--- src/rtl/wb_ram_arb2.sv ---
// Two-master Wishbone arbiter in front of a single RAM slave.
// Round-robin on ties, bus lock while the granted cycle stays up, ack timeout.
module wb_ram_arb2 #(
    parameter int DATA_WIDTH   = 32,
    parameter int ADDR_WIDTH   = 32,
    parameter int SELECT_WIDTH = DATA_WIDTH / 8,
    parameter int TIMEOUT      = 255
) (
    input  logic                      clk,
    input  logic                      rst,
    input  logic [1:0]                m_cyc_i,
    input  logic [1:0]                m_stb_i,
    input  logic [1:0]                m_we_i,
    input  logic [2*ADDR_WIDTH-1:0]   m_adr_i,
    input  logic [2*DATA_WIDTH-1:0]   m_dat_i,
    input  logic [2*SELECT_WIDTH-1:0] m_sel_i,
    output logic [2*DATA_WIDTH-1:0]   m_dat_o,
    output logic [1:0]                m_ack_o,
    output logic [1:0]                m_err_o,
    output logic                      s_cyc_o,
    output logic                      s_stb_o,
    output logic                      s_we_o,
    output logic [ADDR_WIDTH-1:0]     s_adr_o,
    output logic [DATA_WIDTH-1:0]     s_dat_o,
    output logic [SELECT_WIDTH-1:0]   s_sel_o,
    input  logic [DATA_WIDTH-1:0]     s_dat_i,
    input  logic                      s_ack_i
);

    typedef enum logic [1:0] {
        IDLE,
        BUSY,
        ABORT
    } state_t;

    // A zero TIMEOUT still needs a legal one-bit counter.
    localparam int CW = (TIMEOUT > 0) ? $clog2(TIMEOUT + 1) : 1;
    localparam logic [CW-1:0] CLAST = CW'((TIMEOUT > 0) ? TIMEOUT - 1 : 0);
    localparam bit TMO_EN = (TIMEOUT > 0);

    state_t          state_q, state_d;
    logic            grant_q, grant_d;
    logic            last_q, last_d;
    logic [CW-1:0]   cnt_q, cnt_d;
    logic [1:0]      err_q, err_d;

    logic                    g_cyc, g_stb, g_we;
    logic [ADDR_WIDTH-1:0]   g_adr;
    logic [DATA_WIDTH-1:0]   g_dat;
    logic [SELECT_WIDTH-1:0] g_sel;

    assign g_cyc = m_cyc_i[grant_q];
    assign g_stb = m_stb_i[grant_q];
    assign g_we  = m_we_i[grant_q];
    assign g_adr = grant_q ? m_adr_i[ADDR_WIDTH +: ADDR_WIDTH]
                           : m_adr_i[0 +: ADDR_WIDTH];
    assign g_dat = grant_q ? m_dat_i[DATA_WIDTH +: DATA_WIDTH]
                           : m_dat_i[0 +: DATA_WIDTH];
    assign g_sel = grant_q ? m_sel_i[SELECT_WIDTH +: SELECT_WIDTH]
                           : m_sel_i[0 +: SELECT_WIDTH];

    assign m_dat_o = {2{s_dat_i}};
    assign m_err_o = err_q;

    always_ff @(posedge clk or posedge rst) begin
        if (rst) begin
            state_q <= IDLE;
            grant_q <= 1'b0;
            last_q  <= 1'b1;
            cnt_q   <= '0;
            err_q   <= '0;
        end else begin
            state_q <= state_d;
            grant_q <= grant_d;
            last_q  <= last_d;
            cnt_q   <= cnt_d;
            err_q   <= err_d;
        end
    end

    always_comb begin
        state_d = state_q;
        grant_d = grant_q;
        last_d  = last_q;
        cnt_d   = '0;
        err_d   = '0;
        s_cyc_o = 1'b0;
        s_stb_o = 1'b0;
        s_we_o  = 1'b0;
        s_adr_o = '0;
        s_dat_o = '0;
        s_sel_o = '0;
        m_ack_o = '0;
        unique case (state_q)
            IDLE: begin
                if (m_cyc_i != 2'b00) begin
                    grant_d = (m_cyc_i == 2'b11) ? ~last_q : m_cyc_i[1];
                    last_d  = grant_d;
                    state_d = BUSY;
                end
            end
            BUSY: begin
                s_cyc_o = g_cyc;
                s_stb_o = g_stb;
                s_we_o  = g_we;
                s_adr_o = g_adr;
                s_dat_o = g_dat;
                s_sel_o = g_sel;
                m_ack_o[grant_q] = s_ack_i;
                if (g_stb && !s_ack_i && cnt_q != '1) begin
                    cnt_d = cnt_q + CW'(1);
                end else if (g_stb && !s_ack_i) begin
                    cnt_d = cnt_q;
                end
                // A late ack always beats the timeout in the same cycle.
                if (TMO_EN && g_stb && !s_ack_i && cnt_q == CLAST) begin
                    err_d[grant_q] = 1'b1;
                    state_d = ABORT;
                end else if (!g_cyc) begin
                    state_d = IDLE;
                end
            end
            ABORT: begin
                if (!g_cyc) begin
                    state_d = IDLE;
                end
            end
            default: state_d = IDLE;
        endcase
    end

endmodule

--- config.mk ---
export PLATFORM = sky130hd
export DESIGN_NAME = wb_ram_arb2
export DESIGN_NICKNAME = d
export VERILOG_FILES = /design/src/rtl/wb_ram_arb2.sv
export SDC_FILE = /design/constraint.sdc
export NUM_CORES = 1
export LEC_CHECK = 0
export ABC_AREA = 1
export CORE_AREA = 2 2 124 126
export DETAILED_ROUTE_END_ITERATION = 7
export DIE_AREA = 0 0 126 128
export PLACE_DENSITY_LB_ADDON = 0.08
export SYNTH_ARGS = -nofsm -noshare
export SYNTH_HDL_FRONTEND = slang
export SYNTH_SLANG_ARGS = --single-unit
export TNS_END_PERCENT = 1
--- constraint.sdc ---
create_clock -name clk -period 3.4 [get_ports clk]
set_input_delay 0.51 -clock clk [delete_from_list [all_inputs] [get_ports clk]]
set_output_delay 0.51 -clock clk [all_outputs]
set_load 0.05 [all_outputs]
==> impl_summary.md <==
Pwr
The leakage power of the design is 0.00196 uW. The worst supply voltage drop on vdd is 773 uV. The cell area power density is 951 nW/um2.

Logic synthesis
The warning count from the yosys run is 0. After technology mapping, the gate count stands at 409. After synthesis, the netlist uses 27 different library cells.

Counting every net in the synthesized netlist gives 588. The cell area that synthesis handed to floorplanning was 2300 um2. After synthesis the netlist holds a flip-flop and latch count of 14.

The post-synthesis area per instance is 5.63 um2. For this run, the register share of the synthesized area comes to 15.3%.

Critical path
The type of the setup path with the least slack is in -> out. The endpoint type of the worst setup path is an output port. At the worst endpoint, the arrival time is 2040 ps.

The worst setup path is launched from an input port. The required time of the critical path is 2890 ps. Along the worst path, the maximum fanout reaches 4.

Global routing
The pin count of the biggest net entering global routing is 74. Global routing consumed, over all layers together, 14.0% of the routing resources. The via count of the first global-routing pass was 2938.

The wire length of the first global-routing pass is 18100 um. The total overflow left after global routing is 0. The initial antenna violation count is 0.

Clock network
Buffers inserted to repair hold after CTS numbered 0. Clock latency on the worst-skew pair, taken at its later pin, is 250 ps. The longest clock path from root to sink contains 2 buffers.

The clock root buffer is sky130_fd_sc_hd__clkbuf_16. The count of instances resized after the clock tree is built is 0. The TritonCTS sink count is 14.

The clock transition at the registers of the reported paths is 50 ps. TritonCTS built the clock tree. The CTS buffer count is 3. The H-tree depth is 1.

The total setup buffers inserted after CTS is 0.

Detailed routing
Dividing the detail-routed wire length by the instance count gives 16.2 um. After the first detailed-routing iteration, the DRC count stood at 126. For this block, the routed nets add up to 11900 um of wire. The count of nets left with antenna violations after detail routing is 0. The pre-antenna-repair detailed-routing pass consisted of 4 iterations. In the routed layout, each cell is associated on average with a via count of 4.04. After detailed routing, the number of remaining DRC violations is 0. For this block, the via count after detailed routing is 2978.

Die
The total area inside the core boundary comes to 14900 um2. In this run the horizontal extent of the chip is 126 um. The floorplan has 45 rows. The floorplan step defined a die boundary enclosing 16100 um2.

For this configuration, the core starts out at a cell density of 15.5%. The die boundary height is 128 um. In this run the count of I/O pins placed on the die edge is 316.

Run
The number of max-cap violations is 0.

Timing
The worst hold-check slack is 460 ps. For the finished layout, the period the worst path requires is 2550 ps. The final critical path takes up 75.1% of the cycle. The number of hold violations in the final report was 0. The aggregate negative setup slack is 0 ps.

The number of max-slew violations in the final report was 0. The relative max-transition margin is 45.7%. Setup repair after global routing left no endpoint under its margin. The worst setup skew after layout is 3.60 ps. The worst-margin pin slew is 815 ps.

The fmax is 392 MHz. Setup violations remaining at the end of the flow were counted as 0.

Layout
Relative to the synthesized area, the layout overhead comes to 97.1%. The layout cell share with drive strength beyond 1 is 17.9%. The combined flip-flop and latch cell area is 353 um2. At the end of the flow, the number of nets in the layout was 729. The filler cells instantiated in the layout total 1644. The area of combinational cells with multiple inputs is 1290 um2. The number of antenna diodes in the final layout is 0.

Placed design
The final estimated routing congestion in global placement is 0.816. Input and output buffers added on the ports amount to 219. The HPWL reported at the end of detailed placement is 9070 um.

Status
The flow ran to the end, and the final reports show no timing, DRC or antenna violations.

Worst hold path
The classification of the worst-slack hold path is reg -> reg.
[cell type report]
cell class / instances / share of cell area, %
Clock buffer: 4 / 1.96
Inverter: 18 / 1.49
Multi-Input combinational cell: 290 / 28.4
Sequential cell: 14 / 7.78
Tap cell: 188 / 5.18
Timing Repair Buffer: 223 / 55.2
[flip-flops by register name (all words and copies together) (netlist names)]
name / count
last_q: 1
grant_q: 1
state_q: 2
cnt_q: 8
m_err_o: 2
[metal layers]
layer  vias to the layer above  global-route usage [%]  part of all wire [%]
met3                         7                    3.13                   7.2
li1                       1501                       -                     -
met1                      1327                    17.4                    41
met2                       143                    25.4                    52
met5                         -                       0                     0
met4                         0                    1.75                  0.63
[path summary, 6_finish.rpt]
kind / start / end / cells after the start / slack (ps)
min in group asynchronous: rst / cnt_q[6]$_DFFE_PP0P_ / 2 / 620
max in group asynchronous: rst / grant_q$_DFFE_PP0P_ / 2 / 2360
setup / recovery: s_ack_i / m_ack_o[0] / 4 / 850
hold / removal: last_q$_DFFE_PP1P_ / last_q$_DFFE_PP1P_ / 2 / 460
setup reg to reg: grant_q$_DFFE_PP0P_ / cnt_q[1]$_DFFE_PP0P_ / 7 / 1480
hold reg to reg: last_q$_DFFE_PP1P_ / last_q$_DFFE_PP1P_ / 2 / 460
[where the power goes]
group | switching, uW | total (uW) | internal [uW] | leakage [uW]
Clock | 71.7 | 250 | 179 | 0.0000442
Sequential | 28.7 | 228 | 200 | 0.000185
Combinational | 2460 | 3840 | 1380 | 0.00173
Total | 2560 | 4310 | 1750 | 0.00196
[placed cells by master (no fill, tap or decap), types with 2 or more instances in the layout]
master and count:
sky130_fd_sc_hd__buf_12 37, sky130_fd_sc_hd__dfrtp_1 12, sky130_fd_sc_hd__nand3_2 3, sky130_fd_sc_hd__nor3_1 2, sky130_fd_sc_hd__nor2_2 2, sky130_fd_sc_hd__nand3_1 9
sky130_fd_sc_hd__inv_2 6, sky130_fd_sc_hd__buf_4 39, sky130_fd_sc_hd__clkbuf_16 3, sky130_fd_sc_hd__ha_1 2, sky130_fd_sc_hd__nor2_1 13, sky130_fd_sc_hd__nand2_1 173
sky130_fd_sc_hd__inv_1 11, sky130_fd_sc_hd__clkdlybuf4s50_1 147, sky130_fd_sc_hd__o21ai_1 2, sky130_fd_sc_hd__nor2_4 3, sky130_fd_sc_hd__a21oi_1 73
[synth_stat cells]
cell	count	share of area, %
sky130_fd_sc_hd__nand3_1	9	2.0
sky130_fd_sc_hd__buf_4	65	21
sky130_fd_sc_hd__nand2_1	173	28
sky130_fd_sc_hd__buf_2	14	3.0
sky130_fd_sc_hd__dfstp_2	1	1.1
sky130_fd_sc_hd__xor2_1	1	0.38
sky130_fd_sc_hd__a21oi_1	73	16
sky130_fd_sc_hd__buf_6	1	0.49
sky130_fd_sc_hd__dfrtp_1	13	14
sky130_fd_sc_hd__nand2_2	1	0.27
sky130_fd_sc_hd__clkinv_1	1	0.16
sky130_fd_sc_hd__nor3_1	2	0.43
sky130_fd_sc_hd__nand3_2	3	1.3
sky130_fd_sc_hd__nand3b_1	1	0.33
sky130_fd_sc_hd__nor2_4	3	1.5
sky130_fd_sc_hd__nand4_1	1	0.27
sky130_fd_sc_hd__xnor2_1	1	0.38
sky130_fd_sc_hd__buf_1	7	1.1
sky130_fd_sc_hd__inv_2	6	0.98
sky130_fd_sc_hd__o21ai_2	1	0.38
sky130_fd_sc_hd__nor2_1	13	2.1
sky130_fd_sc_hd__o21ai_1	2	0.43
sky130_fd_sc_hd__o21ai_0	1	0.22
sky130_fd_sc_hd__inv_1	11	1.8
sky130_fd_sc_hd__nor2_2	2	0.54
sky130_fd_sc_hd__ha_1	2	1.1
sky130_fd_sc_hd__or2_1	1	0.27
[cells by family (layout without fill, tap and decap cells)]
| kind of cell | count (synthesis) | count (layout) | synth area share (%) |
|---|---|---|---|
| adder cells (fa/ha/maj) | 2 | 2 | 1.09 |
| flip-flops | 14 | 14 | 15.3 |
| buffers and inverters | 105 | 245 | 28.8 |
| XOR/XNOR | 2 | 2 | 0.761 |
| AO/OA/AOI/OAI | 77 | 77 | 16.9 |
| AND/OR/NAND/NOR | 209 | 209 | 37.2 |
[stage by stage]
stage / utilization, % / cell area (um2) / std cells / setup WS [ps] / power, uW
finish: 30.5 / 4540 / 737 / 848 / 4310
global route: 30.5 / 4540 / 737 / 700 / 4560
CTS: 30.5 / 4540 / 737 / 836 / 4400
detailed placement: 29.9 / 4450 / 733 / 853 / 4130
global placement: 29.9 / 4450 / 733 / 851 / 4120
floorplan: - / 2300 / 409 / 1090 / 2660
[worst max-delay path: stages]
cell	delay [ps]
sky130_fd_sc_hd__clkdlybuf4s50_1	470
sky130_fd_sc_hd__inv_2	60
sky130_fd_sc_hd__nor3_1	170
sky130_fd_sc_hd__clkdlybuf4s50_1	830
Note: power is estimated with default switching activity, not from simulation.
